==> config.mk <==
export PLATFORM = sky130hd
export DESIGN_NAME = jtl_pulse_monitor
export DESIGN_NICKNAME = d
export VERILOG_FILES = /design/src/rtl/jtl_mon_pkg.sv /design/src/rtl/toggle_edge_detect.sv /design/src/rtl/jtl_pulse_monitor.sv
export SDC_FILE = /design/constraint.sdc
export NUM_CORES = 1
export LEC_CHECK = 0
export CORE_MARGIN = 2
export CORE_UTILIZATION = 51
export CTS_CLUSTER_DIAMETER = 30
export CTS_CLUSTER_SIZE = 20
export DETAILED_ROUTE_END_ITERATION = 6
export PLACE_DENSITY = 0.78
export SLEW_MARGIN = 30
export SYNTH_ARGS = -nofsm -noshare
export SYNTH_HDL_FRONTEND = slang
export SYNTH_SLANG_ARGS = --single-unit
==> constraint.sdc <==
create_clock -name clk -period 2 [get_ports clk]
set_input_delay 0.2 -clock clk [delete_from_list [all_inputs] [get_ports clk]]
set_output_delay 0.2 -clock clk [all_outputs]
set_load 0.01 [all_outputs]
==> src/rtl/jtl_mon_pkg.sv <==
// Shared types and default widths for the JTL pulse monitor.
package jtl_mon_pkg;

    localparam int unsigned CNT_W_DEF   = 16;
    localparam int unsigned GAP_W_DEF   = 12;
    localparam int unsigned MIN_GAP_DEF = 4;

    typedef enum logic [1:0] {
        IDLE,
        TRACK,
        SAT
    } mon_state_e;

    // Event record at the default gap width.
    typedef struct packed {
        logic [GAP_W_DEF-1:0] gap;
        logic                 first;
    } ev_rec_t;

endpackage

==> src/rtl/toggle_edge_detect.sv <==
// Recovers one-cycle pulse events from a toggle-encoded input.
// JTL_MON_SYNC_EN selects a two-flop synchronizer instead of a single sample flop.
module toggle_edge_detect (
    input  logic clk,
    input  logic rst_n,
    input  logic pulse_in,
    output logic det_c
);

    logic sync_q;
    logic sync_d;
    logic hist_q;
    logic hist_d;

`ifdef JTL_MON_SYNC_EN
    logic meta_q;
    logic meta_d;

    always_comb begin
        meta_d = pulse_in;
        sync_d = meta_q;
        hist_d = sync_q;
    end

    // Reset preloads the current level so reset release produces no pulse.
    always_ff @(posedge clk) begin
        if (!rst_n) begin
            meta_q <= pulse_in;
            sync_q <= pulse_in;
            hist_q <= pulse_in;
        end else begin
            meta_q <= meta_d;
            sync_q <= sync_d;
            hist_q <= hist_d;
        end
    end
`else
    always_comb begin
        sync_d = pulse_in;
        hist_d = sync_q;
    end

    // Reset preloads the current level so reset release produces no pulse.
    always_ff @(posedge clk) begin
        if (!rst_n) begin
            sync_q <= pulse_in;
            hist_q <= pulse_in;
        end else begin
            sync_q <= sync_d;
            hist_q <= hist_d;
        end
    end
`endif

    assign det_c = sync_q ^ hist_q;

endmodule

==> src/rtl/jtl_pulse_monitor.sv <==
// Counts JTL pulses, measures inter-pulse gaps and emits event records on valid/ready.
// Optional macro JTL_MON_SYNC_EN adds a two-flop synchronizer in the front end.
module jtl_pulse_monitor
    import jtl_mon_pkg::*;
#(
    parameter int unsigned CNT_W   = CNT_W_DEF,
    parameter int unsigned GAP_W   = GAP_W_DEF,
    parameter int unsigned MIN_GAP = MIN_GAP_DEF
) (
    input  logic             clk,
    input  logic             rst_n,
    input  logic             pulse_in,
    input  logic             clear,
    output logic [CNT_W-1:0] pulse_cnt,
    output logic             ev_valid,
    input  logic             ev_ready,
    output logic [GAP_W-1:0] ev_gap,
    output logic             ev_first,
    output logic             viol,
    output logic             ovf
);

    localparam logic [GAP_W-1:0] GAP_MAX   = '1;
    localparam logic [GAP_W-1:0] MIN_GAP_W = GAP_W'(MIN_GAP);

    // Event record at this instance's gap width.
    typedef struct packed {
        logic [GAP_W-1:0] gap;
        logic             first;
    } ev_rec_w_t;

    logic       det_c;
    mon_state_e state_q, state_d;
    logic [GAP_W-1:0] gap_cnt_q, gap_cnt_d;
    logic [CNT_W-1:0] pulse_cnt_q, pulse_cnt_d;
    ev_rec_w_t  rec_q, rec_d;
    logic       ev_valid_q, ev_valid_d;
    logic       viol_q, viol_d;
    logic       ovf_q, ovf_d;

    toggle_edge_detect u_det (
        .clk      (clk),
        .rst_n    (rst_n),
        .pulse_in (pulse_in),
        .det_c    (det_c)
    );

    always_comb begin
        state_d     = state_q;
        gap_cnt_d   = gap_cnt_q;
        pulse_cnt_d = pulse_cnt_q;
        rec_d       = rec_q;
        ev_valid_d  = ev_valid_q;
        viol_d      = viol_q;
        ovf_d       = ovf_q;

        // Gap counter runs freely and is not affected by clear.
        if (det_c) begin
            gap_cnt_d = GAP_W'(1);
        end else if (gap_cnt_q != GAP_MAX) begin
            gap_cnt_d = gap_cnt_q + GAP_W'(1);
        end

        case (state_q)
            IDLE:    if (det_c) state_d = TRACK;
            TRACK:   if (!det_c && gap_cnt_q == GAP_MAX) state_d = SAT;
            SAT:     if (det_c) state_d = TRACK;
            default: state_d = IDLE;
        endcase

        if (clear) begin
            state_d     = IDLE;
            pulse_cnt_d = '0;
            rec_d       = '0;
            ev_valid_d  = 1'b0;
            viol_d      = 1'b0;
            ovf_d       = 1'b0;
        end else begin
            if (ev_valid_q && ev_ready) begin
                ev_valid_d = 1'b0;
            end
            if (det_c) begin
                pulse_cnt_d = pulse_cnt_q + CNT_W'(1);
                // A saturated gap is all-ones and can never be below MIN_GAP.
                if (state_q != IDLE && gap_cnt_q < MIN_GAP_W) begin
                    viol_d = 1'b1;
                end
                if (ev_valid_q && !ev_ready) begin
                    ovf_d = 1'b1;
                end else begin
                    rec_d.first = (state_q == IDLE);
                    rec_d.gap   = (state_q == IDLE) ? '0 : gap_cnt_q;
                    ev_valid_d  = 1'b1;
                end
            end
        end
    end

    always_ff @(posedge clk) begin
        if (!rst_n) begin
            state_q     <= IDLE;
            gap_cnt_q   <= '0;
            pulse_cnt_q <= '0;
            rec_q       <= '0;
            ev_valid_q  <= 1'b0;
            viol_q      <= 1'b0;
            ovf_q       <= 1'b0;
        end else begin
            state_q     <= state_d;
            gap_cnt_q   <= gap_cnt_d;
            pulse_cnt_q <= pulse_cnt_d;
            rec_q       <= rec_d;
            ev_valid_q  <= ev_valid_d;
            viol_q      <= viol_d;
            ovf_q       <= ovf_d;
        end
    end

    assign pulse_cnt = pulse_cnt_q;
    assign ev_valid  = ev_valid_q;
    assign ev_gap    = rec_q.gap;
    assign ev_first  = rec_q.first;
    assign viol      = viol_q;
    assign ovf       = ovf_q;

endmodule

Word level (Yosys, flattened, before mapping)
Cells that the tools add are included.

cells by class
  bitwise gates (word level) = 3
  muxes and demuxes = 10
  eq/ne operators = 6
  reduce and logical (&&, ||, !) cells = 16
  $add $sub $neg = 2
  magnitude comparators = 1

operators by type and width
  operator                 number
  $add A16 B1 Y16 const B  1
  $add A12 B1 Y12 const B  1
  $eq A12 B12 Y1 const B   1
  $lt A12 B3 Y1 const B    1
  $mux W12                 1
  $ne A12 B12 Y1 const B   1
  $reduce_and A2 Y1        4
  $mux W1                  6
  $reduce_or A2 Y1         3
  $logic_and A1 B1 Y1      4
  $mux W2                  2
  $pmux W2 S2              1
  $reduce_bool A2 Y1       2
  $eq A2 B1 Y1 const B     1
  $eq A2 B2 Y1 const B     1
  $logic_not A1 Y1         2
  $logic_not A2 Y1         1
  $ne A2 B1 Y1 const B     1
  $ne A2 B2 Y1 const B     1
  $not A1 Y1               2
  $xor A1 B1 Y1            1

word-level totals
  input bits = 5
  logic and storage cells = 49
  output and inout port bits = 32
  flip-flop bits (word level) = 48

Longest topological paths before layout
  depth in word-level cells = 5
  gate-level depth with buffers = 6
  depth with buffers taken out = 5

By module
From an unflattened synthesis, not the netlist that was laid out.

unflattened totals
  cell total of the unflattened synthesis = 222
  area total of the unflattened synthesis = 2014.4 µm²

modules (own cells, without submodules)
  module              area an instance (µm²)  seq. area each (µm²)  instances  cells an instance
  jtl_pulse_monitor   1950.6                  920.9                 1          218
  toggle_edge_detect  63.8                    40.0                  1          4

Worst setup path before layout
Ideal clock, no wire load.

  path kind = register to register
  start point = register pulse_cnt_q[0], in the netlist pulse_cnt[0]
  end point = register pulse_cnt_q[10], in the netlist pulse_cnt[10]
  arrival time = 1777 ps
  setup slack = 153 ps
  buffers on the path = 1
  period minus slack after synthesis = 1847 ps
  setup time = 70 ps
  required time = 1930 ps
  stages on the path, launching flop included = 7
  path through = dfxtp_1 ha_1 nand2_1 or4b_1 clkbuf_1 or3_1 a21oi_1

on the way
  cells in the longest elaborated chain, start to end = 1

RTL lines
  what                    line                      RTL
  from (decl)             jtl_pulse_monitor.sv:35   logic [CNT_W-1:0] pulse_cnt_q, pulse_cnt_d;
  from (signal assigned)  jtl_pulse_monitor.sv:111  pulse_cnt_q <= pulse_cnt_d;
  $add A16 B1 Y16         jtl_pulse_monitor.sv:83   pulse_cnt_d = pulse_cnt_q + CNT_W'(1);

No other way between the ends.
A chain may end at the register's enable or synchronous reset.

Final worst setup path
  start point = register pulse_cnt_q[1], in the netlist pulse_cnt[1]
  end point = register pulse_cnt_q[10], in the netlist pulse_cnt[10]

The elaborated chain is that of the path after synthesis.

==> results.md <==
- Min Clock Period, post-route: 1.84 ns
- Top Metal Used: met4
- Min-delay worst type: in -> reg
- Post-synth EDFFs: 0
- Cell variety after synth: 40
- HPWL after detailed placement: 2.95 mm
- # rows: 22
- Post-Synthesis Cell Area: 0.00199 mm^2
- Maximum clock path buffer count: 2
- Min-Delay Startpoint: pulse_in
- Total track usage: 21.3%
- Worst Hold Depth: 1
- Slew of the pin with the lowest slew margin: 0.548 ns
- F_max: 0.544 GHz
- Largest net degree at the start of global routing: 15
- Gpl congestion: 0.804
- Via density: 5.35
- Initial antenna violation count: 0
- Routed wl met3: 158 um
- # fillers: 309
- Worst skew pair latency: 0.30 ns
- Register share of total power: 59.5%
- Fin nets: 272
- DR vias: 1,676
- Antenna diodes: 0
- Switching power: 0.391 mW
- Switching Share: 23.6%
- Yosys warning count: 0
- Gr ovfl total: 0
- Setup bufs post-CTS: 0
- Max Cap Viol: 0
- Most frequent cells in the layout: dfxtp_1, clkdlybuf4s50_1, nor2_1, a21oi_1, buf_4
- Clock-pin slew on the worst setup and hold paths: 0.08 ns
- # DRC: 0
- Critical Path Source Type: register
- CP Capture Type: register
- Worst endpoint data arrival time: 2.07 ns
- Int Power: 1.26 mW
- Clk pwr share: 32.7%
- Asr flop ratio synth: 0%
- H-tree levels: 2
- Vias in the first global route: 1,516
- Num CTS Buffers: 5
- RSZ-0062 raised after global routing: false
- Clock Skew: 0.00707 ns
- FF+latch count, synth: 48
- Syn Inst Count: 222
- Die Height: 66.4 um
- Area Overhead vs Synth: 27.8%
- Worst EP required: 2.23 ns
- DRT antenna net count: 0
- Initial core utilization: 53.5%
- Worst r2r src: pulse_cnt[1]$_SDFFE_PP0P_
- Final hold violation count: 0
- First-pass GRT wire length: 7.01 mm
- # setup viols final: 0
- Outcome: completed
- Max IR drop VDD: 0.000491 V
- CTS root buffer: clkbuf_8
- CP max FO: 7
- # port buffers: 36
- Routed wl met2: 1.84 mm
- Post-Route M1 WL: 2.12 mm
- Post-synth top area share: 48.3%
- Reg-to-reg endpoint: pulse_cnt[10]$_SDFFE_PP0P_
- Synth Flop Type: dfxtp_1
- Seq/Total Area, Yosys: 48.3%
- Sum Neg Setup Slack: 0 ns
- CTS tree: yes
- Post-layout util: 68.4%
- Leak pwr: 0.836 nW
- Count of final max-slew check failures: 0
- # IOs: 37
- Period utilisation layout: 91.9%
- Power Dens Cells: 650 mW/mm^2
- Die area: 0.00441 mm^2
- WL final: 4.15 mm
- Die X: 66.4 um
- Core area: 0.00372 mm^2
- Syn_area_per_cell: 8.96 um^2
- Sinks on the clock net: 48
- Avg WL per Cell: 13.3 um
- Kind of critical path: reg -> reg
- Drt pass-1 iters: 4
- Worst R2R Setup Slack: 0.16 ns
- Slew headroom: 63.4%
- Synth Net Count: 229
- Comb pwr share: 7.8%
- Cell accounting for the most synthesized area: dfxtp_1
- Most common cell after layout, fill and taps aside: dfxtp_1
- Layout cells sized above 1: 9.81%
- Initial DRC count: 141
- R2R depth: 5
- Largest cells by area after synthesis: dfxtp_1, nor2_1, a22oi_1
- Min-Delay Endpoint: u_det.hist_d$_DFF_P_
## through the flow
step	power, mW	cells	setup slack [ns]	instance area [um^2]	hold WS, ns
final	1.65	313	0.163	2540	0.389
after global routing	1.73	313	0.0427	2540	0.396
after CTS	1.66	313	0.0440	2530	0.373
after detailed placement	1.13	306	0.0940	2450	0.477
after global placement	1.13	306	0.173	2450	0.471
after floorplan	1.07	222	0.153	1990	0.228
## synth_stat cells, types with 3 or more instances
master / instances
a22oi_1: 12
xnor2_1: 9
nand3_1: 6
nor3_1: 9
nand2_1: 11
nor2_1: 30
nor2b_1: 3
or3_1: 8
a21oi_1: 16
xor2_1: 6
nor4_1: 3
dfxtp_1: 48
inv_1: 3
o21ai_0: 8
nand2b_1: 3
a211oi_1: 3
clkbuf_1: 11
nand4_1: 7
## flip-flops by register name (all words and copies together), names as in the netlist
| register | count |
|---|---|
| pulse_cnt | 16 |
| ev_gap | 12 |
| gap_cnt_q | 12 |
| state_q | 2 |
| ev_first | 1 |
| ev_valid | 1 |
| ovf | 1 |
| u_det.hist_d | 1 |
| u_det.hist_q | 1 |
| viol | 1 |
## what timing repair did
item,in CTS,in global routing
hold buffers,0,0
endpoints found under the setup margin,0,3
gates resized for setup,0,3
## power groups by stage
stage / clock (mW) / sequential [mW] / combinational, mW
detailed placement: 0 / 1.00 / 0.127
finish: 0.541 / 0.983 / 0.129
global route: 0.603 / 0.985 / 0.140
CTS: 0.554 / 0.982 / 0.127
floorplan: 0 / 1.00 / 0.0693
global placement: 0 / 1.00 / 0.126
## how the worst max path moves through the flow
stage | from | to | slack [ns] | depth (start not counted)
floorplan | pulse_cnt[0]$_SDFFE_PP0P_ | pulse_cnt[10]$_SDFFE_PP0P_ | 0.15 | 6
global placement | pulse_cnt[0]$_SDFFE_PP0P_ | pulse_cnt[14]$_SDFFE_PP0P_ | 0.17 | 5
detailed placement | pulse_cnt[0]$_SDFFE_PP0P_ | pulse_cnt[10]$_SDFFE_PP0P_ | 0.09 | 5
CTS | pulse_cnt[0]$_SDFFE_PP0P_ | pulse_cnt[10]$_SDFFE_PP0P_ | 0.04 | 5
global route | pulse_cnt[1]$_SDFFE_PP0P_ | pulse_cnt[12]$_SDFFE_PP0P_ | 0.04 | 5
finish | pulse_cnt[1]$_SDFFE_PP0P_ | pulse_cnt[10]$_SDFFE_PP0P_ | 0.16 | 5
## final cells by class
class	instances	area [um^2]	area share (%)
sequential	48	962	37.9
clock inverter	1	5.00	0.197
tap	48	60.1	2.36
clock buffer	6	72.6	2.86
multi-input combinational	157	965	38.0
inverter	3	11.3	0.443
timing repair buffer	50	465	18.3
## routing by layer
layer | global-route usage, % | vias to the layer above
li1 | - | 873
met1 | 29.1 | 769
met2 | 31.4 | 32
met3 | 6.13 | 2
met4 | 8.67 | 0
met5 | 0 | -
## worst max-delay path, cell delays in order, from the launching register on
cell	delay (ns)
dfxtp_1	0.38
ha_1	0.21
nand2_1	0.09
or4b_4	0.57
or3_1	0.36
a21oi_1	0.15
## kinds of logic after synthesis
kind of cell	count (synthesis)	synth area share, %
simple gates	91	24.2
flops	48	48.3
compound gates	47	15.0
buf+inv	17	3.52
xor+xnor	15	6.61
mux	2	1.07
fa+ha+maj	2	1.26
No activity file was read; power rests on OpenSTA's default activity.
